===== src/rtl/led_fade_pkg.sv =====
// Shared defaults for the LED fade/PWM stage and the level-to-duty gamma curve.
// The curve is only used when LED_FADE_GAMMA_EN is defined.
package led_fade_pkg;

  localparam int PWM_BITS_DEF = 4;
  localparam int FADE_DIV_DEF = 8;
  localparam int LED_COUNT    = 8;

  function automatic int unsigned pwm_max(input int unsigned bits);
    return (32'd1 << bits) - 32'd1;
  endfunction

  // Quadratic perceptual curve: duty = level^2 / 2^bits.
  function automatic logic [15:0] gamma_duty(input logic [15:0] level, input int unsigned bits);
    logic [31:0] sq;
    sq = 32'(level) * 32'(level);
    return 16'(sq >> bits);
  endfunction

endpackage


===== src/rtl/led_fade_channel.sv =====
// One LED: saturating brightness level plus registered PWM compare.
// Build option LED_FADE_GAMMA_EN selects the quadratic duty curve instead of linear.
module led_fade_channel
  import led_fade_pkg::*;
#(
  parameter int PWM_BITS = PWM_BITS_DEF
) (
  input  logic                clk,
  input  logic                reset,
  input  logic                target,
  input  logic                fade_tick,
  input  logic                enable,
  input  logic [PWM_BITS-1:0] pwm_cnt,
  output logic                led_out
);

  localparam logic [PWM_BITS-1:0] MAX = PWM_BITS'(pwm_max(PWM_BITS));

  logic [PWM_BITS-1:0] level_q, level_d;
  logic [PWM_BITS-1:0] duty;
  logic                led_q, led_d;

  function automatic logic [PWM_BITS-1:0] sat_step(input logic [PWM_BITS-1:0] lvl,
                                                   input logic up);
    if (up) return (lvl == MAX) ? lvl : lvl + 1'b1;
    return (lvl == '0) ? lvl : lvl - 1'b1;
  endfunction

`ifdef LED_FADE_GAMMA_EN
  always_comb duty = PWM_BITS'(gamma_duty(16'(level_q), PWM_BITS));
`else
  always_comb duty = level_q;
`endif

  // End levels override the compare so full-on never flickers and full-off never glows.
  always_comb begin
    level_d = level_q;
    led_d   = 1'b0;
    if (enable && fade_tick) level_d = sat_step(level_q, target);
    if (!enable)               led_d = 1'b0;
    else if (level_q == MAX)   led_d = 1'b1;
    else if (level_q == '0)    led_d = 1'b0;
    else                       led_d = (duty > pwm_cnt);
  end

  always_ff @(posedge clk or negedge reset) begin
    if (!reset) begin
      level_q <= '0;
      led_q   <= 1'b0;
    end else begin
      level_q <= level_d;
      led_q   <= led_d;
    end
  end

  assign led_out = led_q;

endmodule


===== src/rtl/led_fade_pwm.sv =====
// Fade + PWM brightness stage behind the LEDSANG_TATDAN pattern generator: shared PWM
// and fade-divider counters feeding eight led_fade_channel slices. Option: LED_FADE_GAMMA_EN.
module led_fade_pwm
  import led_fade_pkg::*;
#(
  parameter int PWM_BITS = PWM_BITS_DEF,
  parameter int FADE_DIV = FADE_DIV_DEF
) (
  input  logic       clk,
  input  logic       reset,
  input  logic [7:0] pattern_in,
  input  logic       enable,
  output logic [7:0] led_out,
  output logic       pwm_wrap
);

  localparam logic [PWM_BITS-1:0] MAX      = PWM_BITS'(pwm_max(PWM_BITS));
  localparam int                  DIV_W    = (FADE_DIV > 1) ? $clog2(FADE_DIV) : 1;
  localparam logic [DIV_W-1:0]    DIV_LAST = DIV_W'(FADE_DIV - 1);

  logic [PWM_BITS-1:0] pwm_cnt_q, pwm_cnt_d;
  logic [DIV_W-1:0]    fade_div_cnt_q, fade_div_cnt_d;
  logic [7:0]          pattern_q, pattern_d;
  logic                fade_tick;

  assign pwm_wrap = (pwm_cnt_q == MAX);

  // Everything except the pattern register freezes while disabled.
  always_comb begin
    pwm_cnt_d      = pwm_cnt_q;
    fade_div_cnt_d = fade_div_cnt_q;
    pattern_d      = pattern_in;
    fade_tick      = 1'b0;
    if (enable) begin
      pwm_cnt_d = pwm_cnt_q + 1'b1;
      if (pwm_wrap) begin
        if (fade_div_cnt_q == DIV_LAST) begin
          fade_div_cnt_d = '0;
          fade_tick      = 1'b1;
        end else begin
          fade_div_cnt_d = fade_div_cnt_q + 1'b1;
        end
      end
    end
  end

  always_ff @(posedge clk or negedge reset) begin
    if (!reset) begin
      pwm_cnt_q      <= '0;
      fade_div_cnt_q <= '0;
      pattern_q      <= '0;
    end else begin
      pwm_cnt_q      <= pwm_cnt_d;
      fade_div_cnt_q <= fade_div_cnt_d;
      pattern_q      <= pattern_d;
    end
  end

  for (genvar i = 0; i < LED_COUNT; i++) begin : g_ch
    led_fade_channel #(.PWM_BITS(PWM_BITS)) u_ch (
      .clk       (clk),
      .reset     (reset),
      .target    (pattern_q[i]),
      .fade_tick (fade_tick),
      .enable    (enable),
      .pwm_cnt   (pwm_cnt_q),
      .led_out   (led_out[i])
    );
  end

endmodule


===== config.mk =====
export PLATFORM = sky130hd
export DESIGN_NAME = led_fade_pwm
export DESIGN_NICKNAME = d
export VERILOG_FILES = /design/src/rtl/led_fade_pkg.sv /design/src/rtl/led_fade_channel.sv /design/src/rtl/led_fade_pwm.sv
export SDC_FILE = /design/constraint.sdc
export NUM_CORES = 1
export LEC_CHECK = 0
export ABC_AREA = 0
export ABC_CLOCK_PERIOD_IN_PS = 2450
export CORE_AREA = 2 2 117 119
export CTS_CLUSTER_DIAMETER = 120
export DETAILED_ROUTE_END_ITERATION = 6
export DIE_AREA = 0 0 119 121
export PLACE_DENSITY = 0.57
export SYNTH_ARGS = -nofsm -noshare
export SYNTH_HDL_FRONTEND = slang
export SYNTH_SLANG_ARGS = --single-unit

===== constraint.sdc =====
create_clock -name clk -period 2.45 [get_ports clk]
set_input_delay 0.49 -clock clk [delete_from_list [all_inputs] [get_ports clk]]
set_output_delay 0.49 -clock clk [all_outputs]
set_load 0.02 [all_outputs]

After elaboration in Yosys (flattened, before gate mapping)
Cells that the tools add are included.

word-level totals
  logic and storage cells = 165
  output and inout bits = 9
  register bits after elaboration = 55
  input bits = 11

operators by class
  $lt $le $gt $ge = 8
  eq/ne operators = 26
  reduce and logical (&&, ||, !) cells = 18
  muxes and demuxes = 76
  add/sub/neg operators = 18

operators with widths
  operator                                                            number
  4-bit two-way mux                                                   32
  1-bit two-way mux                                                   43
  4-bit by 1-bit adder with 4-bit output, second input constant       9
  4-bit == test, second input constant                                9
  4-bit greater-than comparator                                       8
  4-bit logical NOT                                                   8
  4-bit by 1-bit subtractor with 4-bit output, second input constant  8
  3-bit != test, second input constant                                8
  3-bit AND reduction                                                 8
  2-bit by 1-bit != test with 1-bit output, second input constant     8
  3-bit by 1-bit adder with 3-bit output, second input constant       1
  3-bit == test, second input constant                                1
  3-bit two-way mux                                                   1
  2-bit AND reduction                                                 1
  1-bit logical AND                                                   1

Longest topological paths before layout
  depth in word-level cells = 8
  gate-level depth with buffers = 8
  mapped depth without buffers = 6

Hierarchy
From an unflattened synthesis, not the netlist that was laid out.

second synthesis, totals
  cells, all modules = 336
  area, all modules = 3857.4 um2

by module, submodules not included
  module            instances  sequential area each (um2)  cells each  area each (um2)
  led_fade_channel  8          125.1                       38          416.6
  led_fade_pwm      1          375.4                       32          524.3

Worst setup path after synthesis
No wires, ideal clock.

  path kind = register to register
  start point = register pwm_cnt_q[0]
  end point = register g_ch[3].u_ch.level_q[1]
  path slack = 0.281 ns
  stages on the path, launching flop included = 8
  arrival = 2.045 ns
  clock period less this slack = 2.169 ns
  data required time = 2.325 ns
  cell sequence = dfrtp_1 > ha_1 > nand4_4 > or2_1 > buf_6 > buf_6 > a211oi_4 > mux2_2

on the way
  word-level cells in the longest chain between the ends = 5

RTL lines
  element                               RTL line                text
  from (decl)                           led_fade_pwm.sv:21      logic [PWM_BITS-1:0] pwm_cnt_q, pwm_cnt_d;
  from (signal assigned)                led_fade_pwm.sv:53      pwm_cnt_q <= pwm_cnt_d;
  4-bit == test                         led_fade_pwm.sv:26      assign pwm_wrap = (pwm_cnt_q == MAX);
  1-bit two-way mux                     led_fade_pwm.sv:36      if (pwm_wrap) begin
  1-bit two-way mux                     led_fade_pwm.sv:34      if (enable) begin
  1-bit logical AND                     led_fade_channel.sv:39  if (enable && fade_tick) level_d = sat_step(level_q, target);
  3-bit AND reduction (no source line)  n/a
  to (signal assigned)                  led_fade_channel.sv:51  level_q <= level_d;
  to (decl)                             led_fade_channel.sv:19  logic [PWM_BITS-1:0] level_q, level_d;

No other way between the ends.
A chain may end at the register's enable or synchronous reset.

Worst setup path in the final report
  start point = register pwm_cnt_q[1]
  end point = output pwm_wrap

on the way
  word-level cells in the longest chain between the ends = 1

RTL lines
  element        RTL line            text
  4-bit == test  led_fade_pwm.sv:26
  to (decl)      led_fade_pwm.sv:14  output logic pwm_wrap

No other way between the ends.

==> qor.csv <==
stage;metric;value;unit
clock_tree;cts hold-fix bufs;0;
synthesis;Synth Register Bits;55;
synthesis;Post-synth ARST share;100;%
synthesis;count of cell types in the netlist;42;
drt;Iteration-0 DRC Markers;156;
clock_tree;Max clock buf depth;2;
floorplan;Horiz. Die Dim;119;um
synthesis;Mapped Area;3970;um^2
synthesis;part of the Yosys area used for sequential elements;34.7;%
power_and_ir_drop;Static Leakage;2.07;nW
critical_path;Worst setup EP type;output pin;
clock_tree;CTS tree;done;
global_routing;initial antenna violation count;0;
drt;wire per inst;14.3;um
drt;WL final;8250;um
global_routing;all-layer global routing usage;12.4;%
cells_and_area;# fillers;1301;
sta;period utilisation layout;88.7;%
cells_and_area;final core occ;35.0;%
cells_and_area;Area Overhead vs Synth;15.3;%
floorplan;DIE AREA;14400;um^2
clock_tree;worst skew pair latency;0.30;ns
critical_path;Max Fanout on Critical Path;3;
drt;Vias/cell;5.13;
cells_and_area;Antenna diodes;0;
clock_tree;CTS Sinks;55;
synthesis;syn avg cell area;10.6;um^2
critical_path;WS Path Type;flip-flop to output pin;
global_routing;Congestion Overflow GR;0;
critical_path;worst endpoint required time;1.96;ns
power_and_ir_drop;P per Cell Area;639;nW/um^2
sta;Worst Skew;0.00761;ns
placement;gpl congestion;0.772;
floorplan;Placeable Area;13100;um^2
status;status;finished, final reports clean;
global_routing;vias in the first global route;3001;
power_and_ir_drop;Peak VDD IR;321;uV
sta;Worst Tran Pin Value;0.659;ns
clock_tree;Root Driver;clkbuf_16;
critical_path;critical path cell sequence;ha_1 > and3_1 > clkdlybuf4s50_1;
critical_path;max incr delay on CP;0.60;ns
synthesis;Yosys Warn Count;0;
cells_and_area;share of layout cells above drive strength 1;12.4;%
synthesis;ys flop type;dfrtp_1;
floorplan;Initial Utilization;30.3;%
clock_tree;Reg clk slew, reported paths;0.08;ns
synthesis;Synthesized Nets;444;
synthesis;Post-synth EDFFs;0;
sta;fin crit period;2.17;ns
sta;Slew HR;56.1;%
sta;final setup violation count;0;
global_routing;largest net degree at the start of global routing;30;
floorplan;Ports;20;
clock_tree;postcts setup bufs;0;
run;max-cap viol count;0;
drt;Detail Route Antenna Nets;0;
drt;via count;2971;
sta;final slew viol count;0;
floorplan;die height;121;um
floorplan;FP Rows;42;
clock_tree;cts bufs inserted;5;
placement;count of input and output buffers;19;
critical_path;crit start category;flip-flop;
critical_path;Data arrival, critical path;1.68;ns
placement;HPWL Detailed;6120;um
clock_tree;Resized Gates After CTS;0;
sta;FMAX;460;MHz
sta;Final TNS setup;0;ns
synthesis;Mapped Cells;374;
global_routing;first-pass GRT wire length;14500;um
drt;DRC viols;0;
sta;final hold vios;0;
sta;RSZ-0062 raised after global routing;no;
hold_path;Hold WC Path Type;primary input to asynchronous set/reset pin;
drt;drt first pass iters;4;
clock_tree;H-Tree Depth;2;
cells_and_area;fin nets;472;
critical_path;CP max-delay cell;clkdlybuf4s50_1;
==> metal layers <==
layer  track usage (%)  part of all wire, %  vias up
li1                  -                    -     1449
met1              16.0                   48     1485
met5                 0                    0        -
met3              2.21                  2.2        6
met4              3.50                 0.97        0
met2              21.4                   49       31
==> final timing paths <==
path	start	end	slack, ns	cells after the start
max in group asynchronous	reset	pattern_q[7]	1.65	2
min reg2reg	fade_div_cnt_q[1]	fade_div_cnt_q[1]	0.50	2
min	reset	g_ch[1].u_ch.led_out	0.22	1
min in group clk	fade_div_cnt_q[1]	fade_div_cnt_q[1]	0.50	2
max	pwm_cnt_q[1]	pwm_wrap	0.28	3
max reg2reg	fade_div_cnt_q[0]	g_ch[5].u_ch.duty[1]	0.45	7
==> synthesized netlist by cell type (2+ instances only) <==
cell type  number  area [um^2]
a211o_1         8         70.1
a211oi_1        7         52.6
a211oi_2        7         87.6
a21oi_1        24          120
a221oi_1        6         52.6
a41oi_1         7         61.3
and2_1          7         43.8
and3_1          2         12.5
and4_1          8         70.1
buf_4           8         60.1
buf_6           2         22.5
clkbuf_1        2         7.51
dfrtp_1        55         1380
fa_1            8          160
ha_1           51          638
inv_1          27          101
mux2_2         17          191
mux2i_1         2         20.0
nand2_1        10         37.5
nand2b_1        6         37.5
nand3_1        10         50.1
nand4_1         2         12.5
nor2_1          9         33.8
nor2b_1         8         50.1
nor3_1          7         35.0
nor4_1          7         43.8
nor4bb_1        6         60.1
o211ai_1        6         45.0
o21a_1          8         60.1
o21ai_0        18         90.1
xnor2_1        10         87.6
xor2_1          9         78.8
==> cells in the final DEF (no fill, tap or decap), types with 7 or more instances in the layout <==
cell / count
ha_1: 51
and2_1: 7
mux2_2: 17
xor2_1: 9
a211oi_2: 7
inv_1: 27
a211o_1: 8
clkdlybuf4s50_1: 18
nand3_1: 10
fa_1: 8
nor2b_1: 8
a21oi_1: 24
nor4_1: 7
o21a_1: 8
nand2_1: 10
dfrtp_1: 55
xnor2_1: 10
buf_4: 14
nor3_1: 7
nor2_1: 9
o21ai_0: 18
a41oi_1: 7
and4_1: 8
a211oi_1: 7
==> critical path: cells and delay by family, from the launching register on <==
kind | cells | cell delay (ns)
fa+ha+maj | 1 | 0.24
buf+inv | 1 | 0.60
flops | 1 | 0.37
simple gates | 1 | 0.17
==> stage by stage <==
| stage | hold WS (ns) | setup WS [ns] | std cells | total power [W] | cell area (um^2) |
|---|---|---|---|---|---|
| after floorplan | 0.194 | 0.281 | 374 | 0.00180 | 3970 |
| after global placement | 0.471 | 0.0732 | 571 | 0.00205 | 4400 |
| after detailed placement | 0.484 | 0.0609 | 571 | 0.00210 | 4400 |
| after CTS | 0.249 | 0.275 | 579 | 0.00296 | 4570 |
| after global routing | 0.265 | 0.230 | 579 | 0.00312 | 4570 |
| final | 0.215 | 0.278 | 579 | 0.00292 | 4570 |
==> state kept, by name, indices dropped and copies added, names as in the netlist <==
name,flops
pwm_cnt_q,4
fade_div_cnt_q,3
g_ch.u_ch.led_out,8
g_ch.u_ch.duty,32
pattern_q,8
==> final cells by class <==
type	count	area, um^2	area share (%)
clock buffer	5	125	2.74
clock inverter	3	46.3	1.01
inverter	27	101	2.22
multi-input combinational	279	2390	52.4
sequential	55	1380	30.1
tap	176	220	4.81
timing repair buffer	34	310	6.78
==> logic make-up (layout without fill, tap and decap cells) <==
group / after synthesis / after routing / synth area share, %
and+or+nand+nor: 87 / 87 / 13.5
DFF: 55 / 55 / 34.7
muxes: 19 / 19 / 5.33
xor gates and xnor gates: 19 / 19 / 4.20
adders and majority gates: 59 / 59 / 20.1
buffers and inverters: 40 / 69 / 4.92
AOI/OAI and AO/OA: 95 / 95 / 17.2
==> power by group <==
part | total [W] | internal (W) | switching [W]
combinational | 0.000980 | 0.000432 | 0.000548
sequential | 0.00110 | 0.00101 | 0.0000833
clock | 0.000847 | 0.000487 | 0.000360
total | 0.00292 | 0.00193 | 0.000991
Power figures use the tool's default switching activity.
